**src/rtl/apb_slave_pkg.sv**
```systemverilog
// Shared types and constants for the APB register completer.
package apb_slave_pkg;

  typedef enum logic {
    ST_IDLE   = 1'b0,
    ST_ACCESS = 1'b1
  } apb_state_t;

  localparam int WAIT_W = 4;

  localparam logic [5:0] IDX_ID       = 6'd0;
  localparam logic [5:0] IDX_CTRL     = 6'd1;
  localparam logic [5:0] IDX_XFER_CNT = 6'd2;
  localparam logic [5:0] IDX_SCRATCH0 = 6'd3;

endpackage

```
**src/rtl/apb_wait_ctr.sv**
```systemverilog
// Loadable down-counter for APB wait states; done flags the edge at which
// the count expires so the caller can register PREADY from it.
module apb_wait_ctr
  import apb_slave_pkg::*;
#(
  parameter int W = WAIT_W
) (
  input  logic         HCLK,
  input  logic         HRESETn,
  input  logic         load,
  input  logic [W-1:0] load_val,
  input  logic         dec,
  output logic         done
);

  logic [W-1:0] count_q;

  always_ff @(posedge HCLK or negedge HRESETn) begin
    if (!HRESETn) begin
      count_q <= '0;
    end else if (load) begin
      count_q <= load_val;
    end else if (dec && (count_q != '0)) begin
      count_q <= count_q - 1'b1;
    end
  end

  // A zero load completes immediately; otherwise expire on the step from 1 to 0.
  assign done = load ? (load_val == '0) : (dec && (count_q == W'(1)));

endmodule

```
**src/rtl/apb_reg_slave.sv**
```systemverilog
// APB completer with ID/CTRL/XFER_CNT/SCRATCH registers and programmable wait states.
// Optional macro APB_REG_SLAVE_PSLVERR_EN enables PSLVERR on invalid accesses.
//
// state     | meaning
// ST_IDLE   | no transfer in progress, waiting for a setup phase
// ST_ACCESS | access phase, counting wait states until PREADY
module apb_reg_slave
  import apb_slave_pkg::*;
#(
  parameter int          NUM_REGS = 16,
  parameter logic [31:0] ID_VALUE = 32'hA5B0_0001
) (
  input  logic        HCLK,
  input  logic        HRESETn,
  input  logic        PSEL,
  input  logic        PENABLE,
  input  logic [31:0] PADDR,
  input  logic        PWRITE,
  input  logic [31:0] PWDATA,
  input  logic [3:0]  PSTRB,
  output logic [31:0] PRDATA,
  output logic        PREADY,
  output logic        PSLVERR
);

  apb_state_t        state_q;
  logic              pready_q;
  logic              pwrite_q;
  logic              err_q;
  logic [5:0]        idx_q;
  logic [31:0]       rdata_q;
  logic [WAIT_W-1:0] ctrl_q;
  logic [15:0]       xfer_cnt_q;
  logic [31:0]       scratch_q [IDX_SCRATCH0:NUM_REGS-1];

  logic [5:0]  idx;
  logic        setup;
  logic        setup_err;
  logic        xfer_done;
  logic        ctr_dec;
  logic        ctr_done;
  logic [31:0] rd_val;
  logic        unused_addr;

  assign idx         = PADDR[7:2];
  assign unused_addr = ^PADDR[31:8];
  assign setup       = (state_q == ST_IDLE) && PSEL && !PENABLE;
  assign ctr_dec     = (state_q == ST_ACCESS) && !pready_q && PSEL;
  assign xfer_done   = (state_q == ST_ACCESS) && pready_q && PSEL && PENABLE;

  assign setup_err = (PADDR[1:0] != 2'b00) || (int'(idx) >= NUM_REGS) ||
                     (PWRITE && ((idx == IDX_ID) || (idx == IDX_XFER_CNT)));

  apb_wait_ctr #(.W(WAIT_W)) u_wait_ctr (
    .HCLK     (HCLK),
    .HRESETn  (HRESETn),
    .load     (setup),
    .load_val (ctrl_q),
    .dec      (ctr_dec),
    .done     (ctr_done)
  );

  always_comb begin
    rd_val = '0;
    if (idx == IDX_ID) begin
      rd_val = ID_VALUE;
    end else if (idx == IDX_CTRL) begin
      rd_val = {{(32-WAIT_W){1'b0}}, ctrl_q};
    end else if (idx == IDX_XFER_CNT) begin
      rd_val = {16'h0000, xfer_cnt_q};
    end else begin
      for (int i = int'(IDX_SCRATCH0); i < NUM_REGS; i++) begin
        if (idx == 6'(i)) rd_val = scratch_q[i];
      end
    end
  end

  always_ff @(posedge HCLK or negedge HRESETn) begin
    if (!HRESETn) begin
      state_q  <= ST_IDLE;
      pready_q <= 1'b0;
      pwrite_q <= 1'b0;
      err_q    <= 1'b0;
      idx_q    <= '0;
      rdata_q  <= '0;
    end else begin
      case (state_q)
        ST_IDLE: begin
          if (setup) begin
            state_q  <= ST_ACCESS;
            pready_q <= ctr_done;
            pwrite_q <= PWRITE;
            err_q    <= setup_err;
            idx_q    <= idx;
            rdata_q  <= (setup_err || PWRITE) ? 32'h0 : rd_val;
          end
        end
        ST_ACCESS: begin
          if (pready_q || !PSEL) begin
            state_q  <= ST_IDLE;
            pready_q <= 1'b0;
          end else begin
            pready_q <= ctr_done;
          end
        end
        default: begin
          state_q  <= ST_IDLE;
          pready_q <= 1'b0;
        end
      endcase
    end
  end

  always_ff @(posedge HCLK or negedge HRESETn) begin
    if (!HRESETn) begin
      ctrl_q     <= '0;
      xfer_cnt_q <= '0;
      for (int i = int'(IDX_SCRATCH0); i < NUM_REGS; i++) scratch_q[i] <= '0;
    end else if (xfer_done) begin
      if (pwrite_q && !err_q) begin
        if (idx_q == IDX_CTRL) begin
          if (PSTRB[0]) ctrl_q <= PWDATA[WAIT_W-1:0];
        end else begin
          for (int i = int'(IDX_SCRATCH0); i < NUM_REGS; i++) begin
            if (idx_q == 6'(i)) begin
              for (int b = 0; b < 4; b++) begin
                if (PSTRB[b]) scratch_q[i][8*b +: 8] <= PWDATA[8*b +: 8];
              end
            end
          end
        end
      end
      if (!PSLVERR) xfer_cnt_q <= xfer_cnt_q + 16'd1;
    end
  end

  assign PREADY = pready_q;
  assign PRDATA = (pready_q && !pwrite_q) ? rdata_q : 32'h0;

`ifdef APB_REG_SLAVE_PSLVERR_EN
  assign PSLVERR = pready_q & err_q;
`else
  assign PSLVERR = 1'b0;
`endif

endmodule

```
**config.mk**
```make
export PLATFORM = sky130hd
export DESIGN_NAME = apb_reg_slave
export DESIGN_NICKNAME = d
export VERILOG_FILES = /design/src/rtl/apb_slave_pkg.sv /design/src/rtl/apb_wait_ctr.sv /design/src/rtl/apb_reg_slave.sv
export SDC_FILE = /design/constraint.sdc
export NUM_CORES = 1
export LEC_CHECK = 0
export ABC_CLOCK_PERIOD_IN_PS = 4100
export CAP_MARGIN = 20
export CORE_MARGIN = 4
export CORE_UTILIZATION = 55
export CTS_CLUSTER_SIZE = 14
export DETAILED_ROUTE_END_ITERATION = 12
export GPL_ROUTABILITY_DRIVEN = 0
export PLACE_DENSITY = 0.72
export SLEW_MARGIN = 10
export SYNTH_ARGS = -nofsm -noshare
export SYNTH_HDL_FRONTEND = slang
export SYNTH_HIERARCHICAL = 1
export SYNTH_SLANG_ARGS = --single-unit
```
**constraint.sdc**
```tcl
create_clock -name HCLK -period 4.1 [get_ports HCLK]
set_clock_uncertainty 0.15 [all_clocks]
set_input_delay 0.615 -clock HCLK [delete_from_list [all_inputs] [get_ports HCLK]]
set_output_delay 0.615 -clock HCLK [all_outputs]
set_load 0.005 [all_outputs]
```
**Yosys cells after proc, flatten, opt, wreduce, memory -nomap -nowiden**

Cells that the tools add are included.

- Flip-flop bits (word level): 482
- Input bits: 73
- Word-level logic and storage cells: 205
- Output and inout port bits: 34

- Reductions and logical operators: 81
- Muxes and demuxes: 27
- Equality and inequality tests: 31
- Add/subtract/negate cells: 2
- Order comparisons: 1
- Bitwise operators: 2

Operator list:

| operator | count |
|---|---|
| two-way mux 32 bit | 18 |
| AND reduction 5 bit | 52 |
| == test 6 x 4 -> 1 bit, second input constant | 16 |
| == test 6 x 3 -> 1 bit, second input constant | 8 |
| == test 6 x 2 -> 1 bit, second input constant | 3 |
| adder 16 x 1 -> 16 bit, second input constant | 1 |
| == test 6 x 1 -> 1 bit, second input constant | 2 |
| logical AND 1 bit | 12 |
| two-way mux 4 bit | 2 |
| >= comparator 6 x 5 -> 1 bit, second input constant | 1 |
| zero test 6 bit | 1 |
| zero test 1 bit | 5 |
| logical OR 1 bit | 5 |
| two-way mux 1 bit | 5 |
| == test 4 x 1 -> 1 bit, second input constant | 1 |
| zero test 4 bit | 1 |
| one-hot mux 1 bit (2 select lines) | 2 |
| AND reduction 4 bit | 1 |
| nonzero test 2 bit | 2 |
| nonzero test 4 bit | 1 |
| subtractor 4 x 1 -> 4 bit, second input constant | 1 |
| != test 2 x 1 -> 1 bit, second input constant | 1 |
| NOT 1 bit | 2 |
| AND reduction 2 bit | 1 |

**Longest topological paths before layout**

Gate-level depths: netlist of run 1.

- Depth after elaboration: 18
- Gate-level depth with buffers: 10
- Gate-level depth less buffers: 7

**Hierarchy**

Netlist of run 1, hierarchy kept.

Modules (own cells, without submodules):

| module | cells each | sequential area each (um^2) | area each (um^2) | times used |
|---|---|---|---|---|
| apb_reg_slave | 1834 | 11961.5 | 22442.8 | 1 |
| apb_wait_ctr | 32 | 100.1 | 276.5 | 1 |

**Worst setup path after synthesis of run 1**

Ideal clock, no wire load.

- Kind: input to register
- Start: input port PENABLE
- End: register pready_q, in the netlist PREADY
- Path buffers: 2
- Required time: 3.856 ns
- Data arrival time: 2.665 ns
- Cell stages on the path: 9
- Library setup time: 0.094 ns
- Setup slack: 1.191 ns
- Cell sequence: or3b_1 -> clkbuf_1 -> clkbuf_1 -> inv_1 -> inv_2 -> or4_1 -> o21ai_1 -> a21oi_1 -> a211oi_1

- Longest elaborated chain between the ends: 5
- Elaborated cells on any way between the ends: 7
- Those cells by class: eq/ne (1); mux (4); reduce/logical (2)

RTL lines:

| what | line | source |
|---|---|---|
| start: declaration | apb_reg_slave.sv:16 | `input logic PENABLE,` |
| zero test 1 bit * | apb_reg_slave.sv:47 | `assign setup = (state_q == ST_IDLE) && PSEL && !PENABLE;` |
| logical AND 1 bit * | apb_reg_slave.sv:47 |  |
| net setup | apb_reg_slave.sv:37 | `logic setup;` |
| two-way mux 1 bit * | apb_wait_ctr.sv:29 | `assign done = load ? (load_val == '0) : (dec && (count_q == W'(1)));` |
| net ctr_done | apb_reg_slave.sv:41 | `logic ctr_done;` |
| two-way mux 1 bit (on tied branches) | apb_reg_slave.sv:99, apb_reg_slave.sv:89 |  |
| one-hot mux 1 bit (2 select lines) * | apb_reg_slave.sv:87 | `case (state_q)` |
| end signal: assignment | apb_reg_slave.sv:91 | `pready_q <= ctr_done;` |
| end signal: assignment | apb_reg_slave.sv:103 | `pready_q <= ctr_done;` |
| end: declaration | apb_reg_slave.sv:27 | `logic pready_q;` |

Mark *: on every way through the listed nets, which the timed path passes. The rest lies on a longest branch. The select of a mux whose other input is x is not followed.
A chain may end at the register's enable or synchronous reset.

**Final worst setup path of run 1**

- Start: input port PADDR[5]
- End: register rdata_q[0]

- Longest elaborated chain between the ends: 18
- Elaborated cells on any way between the ends: 39
- Those cells by class: order compare (1); eq/ne (15); mux (17); reduce/logical (6)

RTL lines:

| what | line | source |
|---|---|---|
| start: declaration | apb_reg_slave.sv:17 | `input logic [31:0] PADDR,` |
| == test 6 x 2 -> 1 bit | apb_reg_slave.sv:73 | `if (idx == 6'(i)) rd_val = scratch_q[i];` |
| two-way mux 32 bit (13 in series) | apb_reg_slave.sv:73 |  |
| two-way mux 32 bit | apb_reg_slave.sv:69 | `end else if (idx == IDX_XFER_CNT) begin` |
| two-way mux 32 bit | apb_reg_slave.sv:67 | `end else if (idx == IDX_CTRL) begin` |
| two-way mux 32 bit | apb_reg_slave.sv:65 | `if (idx == IDX_ID) begin` |
| two-way mux 32 bit * | apb_reg_slave.sv:95 | `rdata_q <= (setup_err \|\| PWRITE) ? 32'h0 : rd_val;` |
| end signal: assignment | apb_reg_slave.sv:95 |  |
| end: declaration | apb_reg_slave.sv:31 | `logic [31:0] rdata_q;` |

Mark *: on every way between the ends. The rest lies on a longest branch, timed or not.

==> results.toml, run 1 <==
[placement]
dp_hpwl_um = 47900
placement.io_buffers = 81

[timing]
post-route-period-util_pct = 85.2
finalHoldViolations = 0
setup_tns_after_final_layout_ps = 0
worst_max_slew_pin_slew_ps = 880
fmaxAchievable_mhz = 286
setup_viol_count_final = 0
rsz0062_at_grt = "no"
slew_viol_final = 0
post-route-min-period_ps = 3490
maxSlewHeadroom_pct = 39.8

[global_routing]
maximum_number_of_pins_on_one_net_before_global_route_repair = 104
grt_pass1_wl_um = 107000
initial_antenna_violation_count = 0
global_route.usage.total_pct = 31.6
number_of_global_route_vias_before_repair = 17226
grt-ovfl-total = 0

[synth]
synth.lib_cells_used.distinct = 88
async_set_or_reset_register_ratio_after_synthesis_pct = 100
syn_avg_cell_area_um2 = 12.2
syn_area_um2 = 22700
sequential_fraction_of_the_synthesis_area_pct = 53.1
synth-warning-count = 6
primary_flip_flop_cell_chosen_by_synthesis_mapping = "dfrtp_1"
syn_inst = 1866
synth_edf_count = 0
yosys_register_bits = 482
synth_nets = 1942

[worst_setup_path]
critical_path.endpoint_type = "flop"
critPathLaunchType = "primary input"
critPathMaxFanout = 9
critPathRequiredTime_ps = 4410
setup.worst_path.class = "primary input to flop"
data_arrival_at_the_endpoint_of_the_critical_path_ps = 3810

[clock_network]
cts_root_buf = "clkbuf_16"
clock_slew_seen_by_the_registers_of_the_worst_setup_and_hold_paths_ps = 60
cts.htree.levels = 2
post_cts_resize_count = 0
worst_skew_pair.late_latency_ps = 580
ctsLongestPathBuffers = 3
cts_num_sinks = 482
post_cts_buffers = 0
cts_buffers = 51
clock_tree_from_tritoncts = "done"

[power]
p_sw_share_pct = 23.6
share_seq_of_total_power_pct = 47.9
p_comb_share_pct = 6.4
vdd.ir_drop.worst_mv = 0.324
clock_power_share_pct = 45.7
cellLeakagePower_nw = 12.5
netSwitchingPower_w = 0.00238
p_int_w = 0.00773
design_power_total_w = 0.0101
power.density_cell_area_nw_per_um2 = 383

[detailed_routing]
dr.pass1.iters = 8
viasPerCell = 6.56
drc = 0
vias = 16874
wl_per_cell_um = 27.7
route.antenna.remaining_nets = 0
initialDrtViolationCount = 1905
drt-total-wl_um = 71100

[layout]
num-nets-final = 2074
drive_gt1_share_pct = 32.0
syn2layout_area_growth_pct = 16.1

[job]
max_cap_violations = 0

[die]
die_w_um = 211
die_area_um2 = 44600
core_area_um2 = 40800
io_pins = 107
rows = 74
die_h_um = 211
initial_util_pct = 55.6

[outcome]
outcome = "complete, no violations"

[hold_path]
min-delay-path-class = "flop to flop"
area by class of cell:
cell class / count / area (um2)
diodes: 1 / 2.50
clock buffers: 83 / 1620
clock inverters: 10 / 77.6
fillers: 3094 / 14400
inverters: 12 / 45.0
multi-input cells: 1258 / 10100
flip-flops and latches: 482 / 12100
well taps: 532 / 666
repair buffers: 193 / 1780
power by group through the flow:
stage          logic (W)  clock network, W  registers [W]
6_report        0.000644           0.00463        0.00484
5_1_grt         0.000690           0.00488        0.00484
4_1_cts         0.000634           0.00468        0.00484
3_5_place_dp    0.000631                 0        0.00493
3_3_place_gp    0.000616                 0        0.00492
2_1_floorplan   0.000286                 0        0.00492
per-layer routing:
metal  GRT usage [%]  wire [um]  part of all wire [%]
met4            14.4       3470                   4.9
met5               0          0                     0
met2            49.4      32700                    46
met1            42.8      28900                    41
met3            6.82       6070                   8.5
placed cells by master, fill, tap and decap left out, drive strengths merged, types with 8 or more instances in the layout:
cell type,count
xnor2,11
nor2b,8
a22oi,46
mux2,425
o21ai,83
a221oi,19
nor3,16
clkinv,9
and2,41
clkbuf,83
buf,114
a222oi,11
nor2,113
inv,11
a22o,20
o22ai,36
o211ai,11
a2bb2oi,8
mux2i,19
a21oi,71
o221ai,8
a221o,12
nand2,132
nand2b,10
nand3,33
dfrtp,482
clkdlybuf4s50,78
path summary, 6_finish.rpt:
path / start / end / slack (ps) / cells after the start
worst max-delay path: PADDR[5] / rdata_q[0]$_DFFE_PN0P_ / 610 / 10
worst min-delay path: scratch_q[304]$_DFFE_PN0P_ / scratch_q[304]$_DFFE_PN0P_ / 330 / 1
worst max register to register: PREADY$_DFFE_PN0P_ / scratch_q[107]$_DFFE_PN0P_ / 1050 / 7
worst min register to register: scratch_q[304]$_DFFE_PN0P_ / scratch_q[304]$_DFFE_PN0P_ / 330 / 1
max in group asynchronous: HRESETn / scratch_q[26]$_DFFE_PN0P_ / 2170 / 3
min in group asynchronous: HRESETn / u_wait_ctr/count_q[1]$_DFFE_PN0P_ / 530 / 2
registers in the layout, indices dropped and copies added, names as in the netlist:
register,flops
xfer_cnt_q,16
ctrl_q,4
idx_q,6
pwrite_q,1
state_q,1
scratch_q,416
PREADY,1
err_q,1
rdata_q,32
u_wait_ctr/count_q,4
logic make-up (layout without fill, tap and decap cells):
| group | count (synthesis) | count (layout) | synth area share (%) |
|---|---|---|---|
| simple gates | 409 | 409 | 10.1 |
| fa+ha+maj | 3 | 3 | 0.165 |
| mux | 445 | 445 | 22.0 |
| compound gates | 385 | 385 | 11.6 |
| flops | 482 | 482 | 53.1 |
| xor+xnor | 15 | 15 | 0.578 |
| other cells | 1 | 2 | 0.0165 |
| buf+inv | 126 | 298 | 2.41 |
stage by stage:
step                utilization, %  cells  hold WS (ps)  cell area, um2  setup slack (ps)
detailed placement            60.4   2476           315           24700               118
global placement              60.4   2476           309           24700              77.7
CTS                           64.6   2570           333           26400               720
finish                        64.6   2571           330           26400               606
floorplan                        -   1866           169           22700              1190
global route                  64.6   2570           353           26400               576
worst max-delay path: stages:
cell	delay [ps]
clkdlybuf4s50_1	630
buf_4	240
nor4b_4	580
buf_4	270
a21oi_1	50
a211oi_1	250
a21oi_1	70
a2111oi_0	790
buf_4	230
o21ai_1	70
cells in the mapped netlist (8+ instances only):
cell | n | area share [%]
buf_1 | 38 | 0.63
nor2_1 | 61 | 1.0
mux2i_1 | 19 | 0.84
nor3_1 | 14 | 0.31
mux2_2 | 383 | 19
a222oi_1 | 11 | 0.48
a2bb2oi_1 | 8 | 0.31
mux2_1 | 42 | 2.1
dfrtp_1 | 482 | 53
nor2b_1 | 8 | 0.22
nand3_1 | 33 | 0.73
and2_1 | 39 | 1.1
nor2_2 | 20 | 0.55
o211ai_1 | 11 | 0.36
inv_1 | 10 | 0.17
o21ai_1 | 20 | 0.44
a22oi_1 | 46 | 1.5
nand2_1 | 132 | 2.2
a221o_1 | 11 | 0.48
clkbuf_1 | 41 | 0.68
nor2_4 | 32 | 1.6
o22ai_1 | 36 | 0.99
o221ai_1 | 8 | 0.31
nand2b_1 | 10 | 0.28
xnor2_1 | 11 | 0.42
a22o_1 | 20 | 0.77
buf_2 | 26 | 0.57
a21oi_1 | 69 | 1.5
a221oi_1 | 19 | 0.73
o21ai_0 | 62 | 1.4
what timing repair did:
item                                    4_1_cts  5_1_grt
endpoints found under the hold margin        32        0
hold buffers                                  1        0
endpoints found under the setup margin        0        0
Note: power is estimated with default switching activity, not from simulation.
==> run 2: changes to the inputs <==
Settings changed: ABC_CLOCK_PERIOD_IN_PS 4100 to 3300.
Clock period 4.1 ns to 3.3 ns, I/O delays scaled along.
==> run 2 against run 1 <==
Effect of this change:
- sequential power increased by 24%
- sequential share of layout area decreased by 0.36 points
- setup slack got worse by 310 ps
- cell count increased by 1.1%
- largest cell class unchanged
- largest power group unchanged
- highest routed layer unchanged
==> results.toml, run 2 (synthesized netlist as in run 1, its figures left out) <==
[outcome]
outcome = "complete, no violations"

[timing]
rsz0062_at_grt = "no"
post-route-min-period_ps = 3010
setup_viol_count_final = 0
fmaxAchievable_mhz = 333
post-route-period-util_pct = 91.1
finalHoldViolations = 0
worst_max_slew_pin_slew_ps = 916
maxSlewHeadroom_pct = 37.3
slew_viol_final = 0
holdWs_ps = 333

[layout]
syn2layout_area_growth_pct = 17.0
layout.cells.most_common = "dfrtp_1"
largest_register_ff_count = 416
num-nets-final = 2109
area_of_the_multi_input_gates_um2 = 10100
ff_latch_area_um2 = 12100
drive_gt1_share_pct = 33.2
layout.cell_area.non_filler_um2 = 26600
stdcell_count = 2599
filler_cell_count = 3110
mostFrequentLayoutCells = "dfrtp_1 (482), mux2_2 (383), buf_4 (134)"
utilization_pct = 65.1
largest-register = "scratch_q"
largest_registers = "scratch_q x416, rdata_q x32, xfer_cnt_q x16"

[global_routing]
maximum_number_of_pins_on_one_net_before_global_route_repair = 83
number_of_global_route_vias_before_repair = 17460
global_route.usage.total_pct = 31.5
grt_pass1_wl_um = 107000
initial_antenna_violation_count = 0
grt-ovfl-total = 0

[clock_network]
clock_tree_from_tritoncts = "done"
cts_root_buf = "clkbuf_16"
ctsLongestPathBuffers = 3
worst_skew_pair.late_latency_ps = 600
cts.htree.levels = 2
clock_slew_seen_by_the_registers_of_the_worst_setup_and_hold_paths_ps = 60
post_cts_resize_count = 0
cts_buffers = 50
cts_num_sinks = 482

[worst_setup_path]
critical_path.endpoint_type = "flop"
crit_slowest_cell = "a2111oi_0"
worst-r2r-setup-slack_ps = 460
max_stage_delay_ps = 820
data_arrival_at_the_endpoint_of_the_critical_path_ps = 3330
critical_path.cell_chain = "clkdlybuf4s50_1 -> buf_4 -> and3b_1 -> o21ai_1 -> a2bb2oi_1 -> a21oi_1 -> a2111oi_0 -> buf_4 -> o21ai_1"
critPathLaunchType = "primary input"
critPathMaxFanout = 10
critPathRequiredTime_ps = 3620
setup.worst_path.class = "primary input to flop"

[die]
die_area_um2 = 44600
rows = 74
io_pins = 107
die_h_um = 211
core_area_um2 = 40800
die_w_um = 211
initial_util_pct = 55.6

[hold_path]
min-delay-path-class = "flop to flop"

[detailed_routing]
wl_per_cell_um = 27.0
drc = 0
dr.pass1.iters = 6
route.antenna.remaining_nets = 0
initialDrtViolationCount = 1923
vias = 17123
viasPerCell = 6.59
drt-total-wl_um = 70300

[power]
power.density_cell_area_nw_per_um2 = 463
vdd.ir_drop.worst_mv = 0.350
design_power_total_w = 0.0123
cellLeakagePower_nw = 12.6

[placement]
placement.io_buffers = 81
placedInstanceArea_um2 = 25000
dpl.cell_count = 2512
dp_hpwl_um = 48200

[job]
max_cap_violations = 0
[run 2: changes by cell type in the layout (fill, tap and decap cells not counted), sizes merged]
| cell | delta |
|---|---|
| clkbuf | -12 |
| buf | +36 |
| bufinv | -1 |
| inv | +1 |
| clkinv | +4 |
[run 2: layout make-up]
type / count / area share [%]
diodes: 1 / 0.00941
well taps: 532 / 2.50
clock inverters: 14 / 0.301
clock buffers: 71 / 5.66
inverters: 12 / 0.169
repair buffers: 229 / 7.89
multi-input cells: 1258 / 38.1
flip-flops and latches: 482 / 45.4
[run 2: worst paths after layout]
check                      cells past startpoint                        from                                 to
max in group asynchronous                      3                     HRESETn         scratch_q[156]$_DFFE_PN0P_
min in group asynchronous                      2                     HRESETn  u_wait_ctr/count_q[2]$_DFFE_PN0P_
max reg2reg                                    4        idx_q[5]$_DFFE_PN0P_          scratch_q[18]$_DFFE_PN0P_
min reg2reg                                    1  scratch_q[313]$_DFFE_PN0P_         scratch_q[313]$_DFFE_PN0P_
max                                            9                    PADDR[5]             rdata_q[0]$_DFFE_PN0P_
min                                            1  scratch_q[313]$_DFFE_PN0P_         scratch_q[313]$_DFFE_PN0P_
[run 2: critical path, delay by kind of cell]
family | cells | cell delay (ps)
AOI/OAI and AO/OA | 5 | 1490
buffers and inverters | 3 | 1170
and+or+nand+nor | 1 | 170
[run 2: power breakdown]
part / total, W / internal (W) / switching [W] / leakage (nW)
registers: 0.00602 / 0.00596 / 0.0000594 / 6.71
clock network: 0.00550 / 0.00315 / 0.00235 / 0.792
logic: 0.000811 / 0.000255 / 0.000555 / 5.11
total: 0.0123 / 0.00936 / 0.00296 / 12.6
[run 2: per-stage QoR]
step	setup TNS (ps)	worst slack [ps]
3_5_place_dp	-246	-162
4_1_cts	0	389
2_1_floorplan	0	511
3_3_place_gp	-155	-132
5_1_grt	0	295
6_report	0	295
[run 2: repair_timing]
item,CTS,global route
hold endpoints to repair,70,0
buffers inserted,0,0
hold buffers,1,0
[run 2: metal layers]
layer | GRT usage [%] | wire (um) | up-vias
met5 | 0 | 0 | -
met1 | 43.9 | 28300 | 8710
li1 | - | - | 7237
met4 | 14.1 | 3620 | 0
met3 | 6.31 | 6410 | 234
met2 | 48.5 | 31900 | 942
==> run 3: changes to the inputs <==
Settings changed: GPL_TIMING_DRIVEN set to 0, SKIP_LAST_GASP set to 1.
==> run 3 against run 2 <==
Effect of this change:
- the flow now finishes with violations (negative setup slack)
- non-clock buffer count shrank 20
- cell count decreased by 0.42%
- die area unchanged
- power increased by 5.3%
- via count grew 4.3%
- critical path depth down 1
- sequential cell count did not move
- critical endpoint is now rdata_q[29]$_DFFE_PN0P_
- largest power group is now the clock network
==> results.toml, run 3 (synthesized netlist as in run 1, its figures left out) <==
[detailed_routing]
viasPerCell = 6.90
drc = 0
vias = 17861
drt-total-wl_um = 80600
wl_per_cell_um = 31.2
dr.pass1.iters = 9
route.antenna.remaining_nets = 0
initialDrtViolationCount = 2585

[die]
die_h_um = 211
rows = 74
die_area_um2 = 44600
die_w_um = 211
io_pins = 107
core_area_um2 = 40800
initial_util_pct = 55.6

[power]
p_comb_share_pct = 6.6
share_seq_of_total_power_pct = 46.4
p_int_w = 0.00985
power.density_cell_area_nw_per_um2 = 494
cellLeakagePower_nw = 12.3
netSwitchingPower_w = 0.00313
clock_power_share_pct = 47.0
p_sw_share_pct = 24.1
vdd.ir_drop.worst_mv = 0.353

[worst_setup_path]
timing.critical_path.from = "PADDR[5]"
data_arrival_at_the_endpoint_of_the_critical_path_ps = 3660
worst_setup_path_endpoint = "rdata_q[29]$_DFFE_PN0P_"
crit-reg2reg-launch = "state_q$_DFF_PN0_"
critPathRequiredTime_ps = 3630
setup.worst_path.class = "primary input to flop"
worst-r2r-setup-slack_ps = 80
critPathLaunchType = "primary input"
worst_r2r_path_depth = 5
critical_path.endpoint_type = "flop"
critPathMaxFanout = 10
worst_r2r_endpoint = "state_q$_DFF_PN0_"

[global_routing]
number_of_global_route_vias_before_repair = 17800
globalRouteMet2Util_pct = 52.8
use_met1_pct = 47.1
global_route.usage.total_pct = 35.9
grt-ovfl-total = 0
initial_antenna_violation_count = 6
use_met3_pct = 11.1
grt_pass1_wl_um = 118000
global_route.peak_usage_layer = "met2"
maximum_number_of_pins_on_one_net_before_global_route_repair = 117

[layout]
largest_registers = "scratch_q x416, rdata_q x32, xfer_cnt_q x16"
filler_cell_count = 3138
largest_register_ff_count = 416
utilization_pct = 64.4
largest-register = "scratch_q"
num-nets-final = 2090
mostFrequentLayoutCells = "dfrtp_1 (482), mux2_2 (383), nand2_1 (131)"
area_of_the_multi_input_gates_um2 = 10100
ff_latch_area_um2 = 12100
syn2layout_area_growth_pct = 15.7
drive_gt1_share_pct = 29.6
layout.cells.most_common = "dfrtp_1"
layout.cell_area.non_filler_um2 = 26300

[timing]
fmaxAchievable_mhz = 300
post-route-min-period_ps = 3330
setup_tns_after_final_layout_ps = -36.9
setup_viol_count_final = 2
worst_max_slew_pin_slew_ps = 1230
finalHoldViolations = 0
post-route-period-util_pct = 101
maxSlewHeadroom_pct = 18.0
slew_viol_final = 0
setup_ws_ps = -28.8
holdWs_ps = 315
rsz0062_at_grt = "yes"

[clock_network]
worst_skew_pair.late_latency_ps = 610
ctsLongestPathBuffers = 3
cts_num_sinks = 482
cts.htree.levels = 2
cts_root_buf = "clkbuf_16"
clock_slew_seen_by_the_registers_of_the_worst_setup_and_hold_paths_ps = 60
clock_tree_from_tritoncts = "done"
cts_buffers = 51

[placement]
pre_cts_slack_ps = -1120
placement.io_buffers = 79
dp_hpwl_um = 53800
placedInstanceArea_um2 = 24300

[job]
max_cap_violations = 0

[outcome]
outcome = "finished with violations"
violations = "negative setup slack"

[hold_path]
min-delay-path-class = "primary input to async pin"
==> run 3: changes by cell type in the layout (fill, tap and decap cells not counted), sizes merged <==
cell / previous run / this run
clkdlybuf4s15: 0 / 3
bufinv: 0 / 5
clkinv: 13 / 7
diode: 1 / 2
clkbuf: 71 / 120
buf: 150 / 87
==> run 3: area by class of cell <==
class	count	area share [%]
Multi-Input combinational cell	1258	38.6
Sequential cell	482	45.9
Antenna cell	2	0.0190
Clock inverter	13	0.752
Inverter	12	0.186
Tap cell	532	2.53
Buffer	113	2.06
Clock buffer	80	5.99
Timing Repair Buffer	96	3.99
==> run 3: power by group through the flow <==
stage	combinational, W	clock [W]	sequential [W]
2_1_floorplan	0.000356	0	0.00611
3_3_place_gp	0.000771	0	0.00613
3_5_place_dp	0.000804	0	0.00612
4_1_cts	0.000814	0.00608	0.00602
5_1_grt	0.000903	0.00632	0.00602
6_report	0.000855	0.00610	0.00602
==> run 3: what timing repair did <==
| action | 4_1_cts | 5_1_grt |
|---|---|---|
| gates cloned | 0 | 0 |
| pin swaps | 0 | 1 |
| hold buffers | 1 | 0 |
| gates resized for setup | 21 | 15 |
| setup buffers | 0 | 6 |
| setup endpoints to repair | 60 | 21 |
| endpoints found under the hold margin | 83 | 0 |
==> run 3: critical path, cell delays in order <==
cell and delay [ps]:
clkdlybuf4s50_1 560, nand4bb_1 170, clkbuf_1 580, nor2_1 300
clkbuf_1 530, a222oi_1 540, nand4_1 150, a221o_1 320
==> run 3: per-stage QoR <==
| step | instances | power, W |
|---|---|---|
| floorplan | 1866 | 0.00646 |
| global placement | 2477 | 0.00690 |
| detailed placement | 2484 | 0.00693 |
| CTS | 2578 | 0.0129 |
| global route | 2586 | 0.0132 |
| finish | 2588 | 0.0130 |
==> run 3: per-layer routing <==
layer	share of wire (%)	up-vias	wire length [um]
met4	7.1	4	5750
met1	37	8974	29600
met2	43	1301	34800
met5	0.040	-	32
met3	13	389	10400
li1	-	7193	-
==> run 3: worst min path at each step <==
stage / startpoint / slack [ps] / endpoint
6_report: HRESETn / 320 / rdata_q[6]$_DFFE_PN0P_
3_5_place_dp: err_q$_DFFE_PN0P_ / 320 / err_q$_DFFE_PN0P_
4_1_cts: err_q$_DFFE_PN0P_ / 340 / err_q$_DFFE_PN0P_
2_1_floorplan: HRESETn / 50 / PREADY$_DFFE_PN0P_
5_1_grt: scratch_q[138]$_DFFE_PN0P_ / 340 / scratch_q[138]$_DFFE_PN0P_
3_3_place_gp: err_q$_DFFE_PN0P_ / 310 / err_q$_DFFE_PN0P_
